===== src/rtl/move_executor_pkg.sv =====
// Shared moving-command encodings and FSM state codes for the motion blocks
// (move_executor and the semiauto mode controller).
package move_executor_pkg;

  localparam logic [3:0] MV_STOP       = 4'b0000;
  localparam logic [3:0] MV_FORWARD    = 4'b0001;
  localparam logic [3:0] MV_BACKWARD   = 4'b0010;
  localparam logic [3:0] MV_TURN_LEFT  = 4'b0100;
  localparam logic [3:0] MV_TURN_RIGHT = 4'b1000;

  localparam int CNT_W = 11;

  typedef enum logic [1:0] {
    ST_IDLE = 2'd0,
    ST_RUN  = 2'd1,
    ST_TURN = 2'd2,
    ST_COOL = 2'd3
  } state_t;

endpackage


===== src/rtl/move_executor_ms_timer.sv =====
// Millisecond prescaler plus 11-bit down-counter; expires when both reach 0
// while running. A load restarts a full interval of (load value + 1) ms.
import move_executor_pkg::*;

module ms_timer #(
  parameter int CLK_PER_MS = 100000
) (
  input  logic             i_clk,
  input  logic             i_rst_n,
  input  logic             i_clr,
  input  logic             i_load,
  input  logic [CNT_W-1:0] i_load_val,
  input  logic             i_run,
  output logic             o_expire
);

  localparam int PW = (CLK_PER_MS > 1) ? $clog2(CLK_PER_MS) : 1;
  localparam logic [PW-1:0] PRESC_TOP = PW'(CLK_PER_MS - 1);

  logic [PW-1:0]    r_presc;
  logic [CNT_W-1:0] r_count;

  assign o_expire = i_run && (r_presc == '0) && (r_count == '0);

  // At expiry both stay parked at zero until the next load or clear.
  always_ff @(posedge i_clk) begin
    if (!i_rst_n || i_clr) begin
      r_presc <= '0;
      r_count <= '0;
    end else if (i_load) begin
      r_presc <= PRESC_TOP;
      r_count <= i_load_val;
    end else if (i_run) begin
      if (r_presc != '0) begin
        r_presc <= r_presc - PW'(1);
      end else if (r_count != '0) begin
        r_presc <= PRESC_TOP;
        r_count <= r_count - CNT_W'(1);
      end
    end
  end

endmodule


===== src/rtl/move_executor.sv =====
// Applies moving commands to the motors; turns run for a fixed time followed
// by a cooldown, with one shared ms_timer timing both phases.
import move_executor_pkg::*;

module move_executor #(
  parameter int CLK_PER_MS = 100000,
  parameter int TURN_MS    = 900,
  parameter int COOL_MS    = 500
) (
  input  logic       sys_clk,
  input  logic       rst,
  input  logic       power,
  input  logic       cmd_valid,
  input  logic [3:0] cmd,
  output logic       cmd_ready,
  output logic [3:0] moving_state,
  output logic       busy,
  output logic       done,
  output logic       cmd_err,
  output logic       move_forward_light,
  output logic       move_backward_light,
  output logic       turn_left_light,
  output logic       turn_right_light,
  output logic [1:0] dbg_state
);

  localparam logic [CNT_W-1:0] TURN_LOAD = CNT_W'(TURN_MS - 1);
  localparam logic [CNT_W-1:0] COOL_LOAD = CNT_W'(COOL_MS - 1);

  state_t           r_state;
  state_t           w_next_state;
  logic [3:0]       r_moving;
  logic [3:0]       w_next_moving;
  logic             r_done, r_err;
  logic             w_done_next, w_err_next;
  logic             r_lamp_fwd, r_lamp_bwd, r_lamp_left, r_lamp_right;
  logic             w_ready, w_accept;
  logic             w_tmr_clr, w_tmr_load, w_tmr_run, w_tmr_expire;
  logic [CNT_W-1:0] w_tmr_val;

  // Handshake: a command transfers on a rising edge where cmd_valid and
  // cmd_ready are both high; ready never depends on valid, and commands
  // offered while ready is low are dropped, not queued.
  assign w_ready   = rst && power && ((r_state == ST_IDLE) || (r_state == ST_RUN));
  assign w_accept  = cmd_valid && w_ready;
  assign w_tmr_run = (r_state == ST_TURN) || (r_state == ST_COOL);

  ms_timer #(.CLK_PER_MS(CLK_PER_MS)) u_timer (
    .i_clk      (sys_clk),
    .i_rst_n    (rst),
    .i_clr      (w_tmr_clr),
    .i_load     (w_tmr_load),
    .i_load_val (w_tmr_val),
    .i_run      (w_tmr_run),
    .o_expire   (w_tmr_expire)
  );

  always_comb begin
    w_next_state  = r_state;
    w_next_moving = r_moving;
    w_tmr_clr     = 1'b0;
    w_tmr_load    = 1'b0;
    w_tmr_val     = '0;
    w_done_next   = 1'b0;
    w_err_next    = 1'b0;
    if (!power) begin
      // Power loss overrides everything, including a pending expiry.
      w_next_state  = ST_IDLE;
      w_next_moving = MV_STOP;
      w_tmr_clr     = 1'b1;
    end else begin
      case (r_state)
        ST_IDLE, ST_RUN: begin
          if (w_accept) begin
            case (cmd)
              MV_STOP: begin
                w_next_state  = ST_IDLE;
                w_next_moving = MV_STOP;
              end
              MV_FORWARD, MV_BACKWARD: begin
                w_next_state  = ST_RUN;
                w_next_moving = cmd;
              end
              MV_TURN_LEFT, MV_TURN_RIGHT: begin
                w_next_state  = ST_TURN;
                w_next_moving = cmd;
                w_tmr_load    = 1'b1;
                w_tmr_val     = TURN_LOAD;
              end
              default: begin
                w_next_state  = ST_IDLE;
                w_next_moving = MV_STOP;
                w_err_next    = 1'b1;
              end
            endcase
          end
        end
        ST_TURN: begin
          if (w_tmr_expire) begin
            w_next_state  = ST_COOL;
            w_next_moving = MV_STOP;
            w_tmr_load    = 1'b1;
            w_tmr_val     = COOL_LOAD;
          end
        end
        ST_COOL: begin
          if (w_tmr_expire) begin
            w_next_state = ST_IDLE;
            w_done_next  = 1'b1;
          end
        end
        default: begin
          w_next_state  = ST_IDLE;
          w_next_moving = MV_STOP;
        end
      endcase
    end
  end

  // Lamps decode the next moving state so they change on the same edge as it.
  always_ff @(posedge sys_clk) begin
    if (!rst) begin
      r_state      <= ST_IDLE;
      r_moving     <= MV_STOP;
      r_done       <= 1'b0;
      r_err        <= 1'b0;
      r_lamp_fwd   <= 1'b0;
      r_lamp_bwd   <= 1'b0;
      r_lamp_left  <= 1'b0;
      r_lamp_right <= 1'b0;
    end else begin
      r_state      <= w_next_state;
      r_moving     <= w_next_moving;
      r_done       <= w_done_next;
      r_err        <= w_err_next;
      r_lamp_fwd   <= (w_next_moving == MV_FORWARD);
      r_lamp_bwd   <= (w_next_moving == MV_BACKWARD);
      r_lamp_left  <= (w_next_moving == MV_TURN_LEFT);
      r_lamp_right <= (w_next_moving == MV_TURN_RIGHT);
    end
  end

  assign cmd_ready           = w_ready;
  assign moving_state        = r_moving;
  assign busy                = w_tmr_run;
  assign done                = r_done;
  assign cmd_err             = r_err;
  assign move_forward_light  = r_lamp_fwd;
  assign move_backward_light = r_lamp_bwd;
  assign turn_left_light     = r_lamp_left;
  assign turn_right_light    = r_lamp_right;
  assign dbg_state           = r_state;

endmodule


===== config.mk =====
export PLATFORM = sky130hd
export DESIGN_NAME = move_executor
export DESIGN_NICKNAME = d
export VERILOG_FILES = /design/src/rtl/move_executor_pkg.sv /design/src/rtl/move_executor_ms_timer.sv /design/src/rtl/move_executor.sv
export SDC_FILE = /design/constraint.sdc
export NUM_CORES = 1
export LEC_CHECK = 0
export CAP_MARGIN = 10
export CORE_ASPECT_RATIO = 0.5
export CORE_MARGIN = 5
export CORE_UTILIZATION = 51
export CTS_BUF_LIST = sky130_fd_sc_hd__clkbuf_16
export DETAILED_ROUTE_END_ITERATION = 10
export PLACE_DENSITY = 0.8
export SYNTH_ARGS = -nofsm -noshare
export SYNTH_HDL_FRONTEND = slang
export SYNTH_SLANG_ARGS = --single-unit

===== constraint.sdc =====
create_clock -name sys_clk -period 2.6 [get_ports sys_clk]
set_input_delay 0.52 -clock sys_clk [delete_from_list [all_inputs] [get_ports sys_clk]]
set_output_delay 0.52 -clock sys_clk [all_outputs]
set_load 0.01 [all_outputs]

**Word level (Yosys, flattened, before mapping)**

Cells that the tools add are included.

- Bits in read-only memories: 0
- Output and inout bits: 14
- Bits in latches: 0
- Flip-flop bits (word level): 40
- Memories kept: 0
- Logic and storage cells: 90
- Input port bits: 8
- Bits in writable memories: 0

- Reduce and logical (&&, ||, !) cells: 32
- $mul: 0
- Shift operators: 0
- Bitwise logic cells: 0
- $add $sub $neg: 2
- Multiplexer cells: 30
- Order comparisons: 0
- Div/mod/pow operators: 0
- Eq/ne operators: 15

Operators by type and width:

| operator | number |
|---|---|
| two-way mux 17 bit | 4 |
| two-way mux 11 bit | 4 |
| two-way mux 10 bit | 3 |
| case mux 10 bit (2 select lines) | 1 |
| logical NOT 17 bit | 1 |
| nonzero test 17 bit | 1 |
| subtractor 17 x 1 -> 17 bit, second input constant | 1 |
| two-way mux 4 bit | 4 |
| logical NOT 11 bit | 1 |
| nonzero test 11 bit | 1 |
| subtractor 11 x 1 -> 11 bit, second input constant | 1 |
| two-way mux 9 bit | 1 |
| AND reduction 3 bit | 3 |
| == test 4 x 1 -> 1 bit, second input constant | 2 |
| == test 4 x 2 -> 1 bit, second input constant | 2 |
| == test 4 x 3 -> 1 bit, second input constant | 2 |
| == test 4 bit, second input constant | 2 |
| case mux 4 bit (2 select lines) | 1 |
| OR reduction 2 bit | 4 |
| two-way mux 1 bit | 6 |
| two-way mux 2 bit | 3 |
| != test 2 x 1 -> 1 bit, second input constant | 3 |
| case mux 2 bit (3 select lines) | 1 |
| AND reduction 2 bit | 3 |
| other kinds (15) | 24 |

**Logic depth before layout (Yosys ltp)**

- Depth after elaboration: 9
- Mapped depth: 9
- Depth with buffers taken out: 7

**Cells and area by module**

From an unflattened synthesis, not the netlist that was laid out.

- Cells, all modules: 248
- Area total of the unflattened synthesis: 2182.1 um^2

By module, submodules not included:

| module | seq. area each (um^2) | cells an instance | times used | area each (um^2) |
|---|---|---|---|---|
| ms_timer | 560.5 | 189 | 1 | 1612.8 |
| move_executor | 240.2 | 59 | 1 | 569.3 |

**Least setup slack after synthesis**

Ideal clock, no wire load.

- Path type: reg-to-reg
- From: register u_timer.r_count[0]
- To: register u_timer.r_presc[2]
- Data arrival time: 2.467 ns
- Period minus slack after synthesis: 2.582 ns
- Required time: 2.485 ns
- Slack: 0.018 ns
- Buffers on the path: 2
- Library setup time: 0.115 ns
- Cell stages (with the launch flop): 10
- Cell sequence: dfxtp_1 -> inv_1 -> ha_1 -> or4b_2 -> or3_1 -> clkbuf_1 -> o41a_1 -> buf_2 -> o22a_1 -> o21a_1

- Cells in the longest elaborated chain, start to end: 7
- Elaborated cells between the ends (all ways): 10
- Classes of those cells: 4 x mux; 6 x reduce/logical

Ends and longest elaborated chain:

| what | RTL line | source |
|---|---|---|
| from (decl) | move_executor_ms_timer.sv:21 | `logic [CNT_W-1:0] r_count;` |
| from (signal assigned) | move_executor_ms_timer.sv:32 | `r_count <= i_load_val;` |
| from (signal assigned) | move_executor_ms_timer.sv:38 | `r_count <= r_count - CNT_W'(1);` |
| logical NOT 11 bit | move_executor_ms_timer.sv:23 | `assign o_expire = i_run && (r_presc == '0) && (r_count == '0);` |
| logical AND 1 bit | move_executor_ms_timer.sv:23 |  |
| two-way mux 1 bit | move_executor.sv:99 | `if (w_tmr_expire) begin` |
| case mux 1 bit (2 select lines) | move_executor.sv:72 | `case (r_state)` |
| two-way mux 1 bit | move_executor.sv:66 | `if (!power) begin` |
| nonzero test 3 bit (no source line) or nonzero test 2 bit (tied branches) | -- |  |
| AND reduction 2 bit (no source line) | -- |  |
| to (signal assigned) | move_executor_ms_timer.sv:35 | `r_presc <= r_presc - PW'(1);` |
| to (decl) | move_executor_ms_timer.sv:20 | `logic [PW-1:0] r_presc;` |

Several ways; a longest one is shown, not always the timed one.
A chain may end at the register's enable or synchronous reset.

**Worst setup path after layout**

- From: register u_timer.r_presc[4]
- To: register u_timer.r_presc[15]

- Cells in the longest elaborated chain, start to end: 8
- Elaborated cells between the ends (all ways): 14
- Classes of those cells: 1 x add/sub; 6 x mux; 7 x reduce/logical

Ends and longest elaborated chain:

| what |
|---|
| parallel branches: the longest is 8 deep, another holds subtractor 17 x 1 -> 17 bit |

Parallel ways; which one is timed is not known. The select of a mux whose other input is x is not followed.

==> impl_metrics.py <==
metrics = {
    "finish": {
        "nets": 317,
        "layout_commonest_cell": "sky130_fd_sc_hd__dfxtp_1",
        "n_antenna_cell": 0,
        "layout-area-overhead-vs-synth_pct": 29.1,
        "layout.cells.most_common_list": "40 x sky130_fd_sc_hd__dfxtp_1, 27 x sky130_fd_sc_hd__buf_4, 21 x sky130_fd_sc_hd__clkdlybuf4s50_1, 20 x sky130_fd_sc_hd__a21oi_1, 14 x sky130_fd_sc_hd__nor2_1",
        "fill_cells": 284,
        "layout_cell_share_with_drive_strength_beyond_1_pct": 16.3,
        "final_core_utilization_pct": 70.0,
    },
    "timing": {
        "finalHoldViolations": 0,
        "fin_crit_ns": 2.45,
        "final_total_negative_setup_slack_ns": 0,
        "tightest_slew_ns": 0.626,
        "slew_headroom_pct": 58.0,
        "final_max_slew_viol_count": 0,
        "grt_setup_unrepaired": "false",
        "clock_skew_ns": 0.00514,
        "max_freq_mhz": 408,
        "timing.final.crit_share_pct": 94.2,
        "timing.final.setup_violations": 0,
    },
    "floorplan": {
        "floorplan.core_area_um2": 4020,
        "die-width_um": 103,
        "io_pins": 22,
        "start_util_pct": 54.3,
        "die-height_um": 56.3,
        "floorplan.die_area_um2": 5770,
        "rows": 16,
    },
    "clock_tree": {
        "tritoncts_clock_tree": "built",
        "clock_latency_of_the_later_clocked_register_in_the_worst_skew_pair_ns": 0.28,
        "htree_levels": 2,
        "clock-sinks": 40,
        "cts_buffers": 5,
        "cts.reportedPaths.clkPinSlew_ns": 0.06,
        "post_cts_hold_buffer_count": 0,
        "cts-root-to-sink-buffers": 2,
        "clockRootBuffer": "sky130_fd_sc_hd__clkbuf_16",
    },
    "drt": {
        "avgViaCountPerCell": 6.24,
        "detailedRoute.firstIterationViolations": 146,
        "drt.antenna.violating_nets": 0,
        "post_drt_wl_per_cell_um": 17.1,
        "detail_route.drc_violations": 0,
        "detailed_route_wl_um": 6160,
        "drt_pre_antenna_iters": 4,
        "route.vias.total": 2248,
    },
    "logic_synthesis": {
        "share_of_synthesized_registers_carrying_an_async_set_or_reset_pct": 0,
        "seq_area_frac_synth_pct": 36.7,
        "post_synth_inst_count": 260,
        "synth_cell_type_count": 49,
        "synth.ff_latch_count": 40,
        "syn_avg_cell_area_um2": 8.40,
        "postSynthNetCount": 272,
        "netlist_top_cells_area": "sky130_fd_sc_hd__dfxtp_1 37%, sky130_fd_sc_hd__a21oi_1 4.6%, sky130_fd_sc_hd__or3_1 4.0%",
        "yosysWarnings": 0,
        "syn_area_um2": 2180,
        "number_of_enable_type_register_cells_in_the_synthesized_netlist": 0,
        "synth.top_cell.area_share_pct": 36.7,
        "synth_ff_type": "sky130_fd_sc_hd__dfxtp_1",
        "synth_area_leader_cell": "sky130_fd_sc_hd__dfxtp_1",
    },
    "worst_setup_path": {
        "worst_setup_path_end_kind": "register",
        "crit_start": "u_timer.r_presc[4]",
        "critical_path.reg2reg.startpoint": "u_timer.r_presc[4]",
        "crit_fanout": 7,
        "critPathRequiredTime_ns": 2.78,
        "start_kind": "register",
        "critical_path_class": "register to register",
        "worst-endpoint-arrival_ns": 2.62,
    },
    "placed_design": {
        "detailedPlacementHpwl_um": 4280,
        "gp_congestion": 0.907,
        "port_buffers": 21,
    },
    "grt": {
        "grt_pass1_wl_um": 10200,
        "grt_max_degree": 19,
        "grt_usage_pct": 22.2,
        "grt.overflow.total": 0,
        "grt_pass1_vias": 2184,
        "number_of_antenna_violations_at_the_first_check_in_global_routing": 0,
    },
    "pwr": {
        "total_power_mw": 1.44,
        "vdd.ir_drop.worst_v": 0.000256,
        "power-per-cell-area_nw_per_um2": 510,
        "power.static_leakage_nw": 1.02,
    },
    "min_path": {
        "min-delay-path-class": "register to register",
        "holdCritStartpoint": "u_timer.r_count[3]",
    },
    "run_status": {
        "outcome": "finished clean",
    },
    "flow_run": {
        "timing.max_cap.violations": 0,
    },
}
layer usage:
layer / part of all wire, % / GRT usage, % / up-vias / wire [µm]
li1: - / - / 1090 / -
met1: 43 / 28.2 / 1063 / 2670
met2: 48 / 35.8 / 84 / 2930
met3: 7.5 / 6.06 / 11 / 462
met4: 1.5 / 8.60 / 0 / 93
met5: 0 / 0 / - / 0
per-stage QoR:
stage / instances / setup WS [ns] / hold slack (ns) / cell area, µm²
2_1_floorplan: 260 / 0.0182 / 0.451 / 2180
3_3_place_gp: 349 / 0.0584 / 0.460 / 2610
3_5_place_dp: 349 / 0.0132 / 0.478 / 2610
4_1_cts: 357 / 0.0193 / 0.511 / 2780
5_1_grt: 360 / 0.0400 / 0.541 / 2820
6_report: 360 / 0.151 / 0.513 / 2820
worst paths after layout:
path              depth (start not counted)             endpoint  slack, ns
setup / recovery                          5  u_timer.r_presc[15]       0.15
hold / removal                            2   u_timer.r_count[3]       0.51
setup reg to reg                          5  u_timer.r_presc[15]       0.15
hold reg to reg                           2   u_timer.r_count[3]       0.51
layout make-up:
class                   instances  area (µm²)  area share [%]
clock inverters                 3        37.5            1.33
flip-flops and latches         40         801            28.4
multi-input cells             196        1310            46.6
inverters                      13        48.8            1.73
repair buffers                 49         424            15.1
well taps                      54        67.6            2.40
clock buffers                   5         125            4.44
registers in the layout (all words and copies together) (netlist names):
| signal | flops |
|---|---|
| cmd_err | 1 |
| dbg_state | 2 |
| done | 1 |
| move_backward_light | 1 |
| move_forward_light | 1 |
| moving_state | 4 |
| turn_left_light | 1 |
| turn_right_light | 1 |
| u_timer.r_count | 11 |
| u_timer.r_presc | 17 |
logic make-up (layout without fill, tap and decap cells):
kind of cell | Yosys count | after routing | share of synthesized area, %
muxes | 4 | 4 | 2.01
DFF | 40 | 40 | 36.7
xor gates and xnor gates | 5 | 5 | 2.01
and+or+nand+nor | 102 | 102 | 28.7
adders and majority gates | 4 | 4 | 2.29
buffers and inverters | 25 | 70 | 4.76
AOI/OAI and AO/OA | 80 | 81 | 23.6
critical path, stage by stage (launching register included):
cell	delay (ns)
sky130_fd_sc_hd__dfxtp_1	0.33
sky130_fd_sc_hd__or4_4	0.54
sky130_fd_sc_hd__or4_4	0.51
sky130_fd_sc_hd__o41a_1	0.55
sky130_fd_sc_hd__o22a_1	0.25
sky130_fd_sc_hd__o21a_1	0.17
synth_stat cells (4+ instances only):
| cell | number |
|---|---|
| sky130_fd_sc_hd__dfxtp_1 | 40 |
| sky130_fd_sc_hd__a21oi_1 | 20 |
| sky130_fd_sc_hd__nor2_1 | 14 |
| sky130_fd_sc_hd__or3_1 | 14 |
| sky130_fd_sc_hd__inv_1 | 13 |
| sky130_fd_sc_hd__o21ai_0 | 13 |
| sky130_fd_sc_hd__nor3_1 | 12 |
| sky130_fd_sc_hd__nand2_1 | 10 |
| sky130_fd_sc_hd__a31oi_1 | 9 |
| sky130_fd_sc_hd__clkbuf_1 | 9 |
| sky130_fd_sc_hd__a211oi_1 | 8 |
| sky130_fd_sc_hd__nand3_1 | 8 |
| sky130_fd_sc_hd__nor4_1 | 8 |
| sky130_fd_sc_hd__or4_1 | 7 |
| sky130_fd_sc_hd__nor4b_1 | 6 |
| sky130_fd_sc_hd__o21a_1 | 5 |
| sky130_fd_sc_hd__ha_1 | 4 |
| sky130_fd_sc_hd__o22a_1 | 4 |
| sky130_fd_sc_hd__o22ai_1 | 4 |
what timing repair did:
item / CTS / global route
setup buffers: 0 / 2
endpoints found under the setup margin: 5 / 21
endpoints found under the hold margin: 0 / 0
gates cloned: 0 / 1
gates resized for setup: 1 / 4
pin swaps: 1 / 3
power breakdown:
group / switching [mW] / internal, mW / total, mW
sequential: 0.00340 / 0.617 / 0.620
clock: 0.242 / 0.446 / 0.688
combinational: 0.0700 / 0.0598 / 0.130
total: 0.316 / 1.12 / 1.44
No activity file was read; power rests on OpenSTA's default activity.
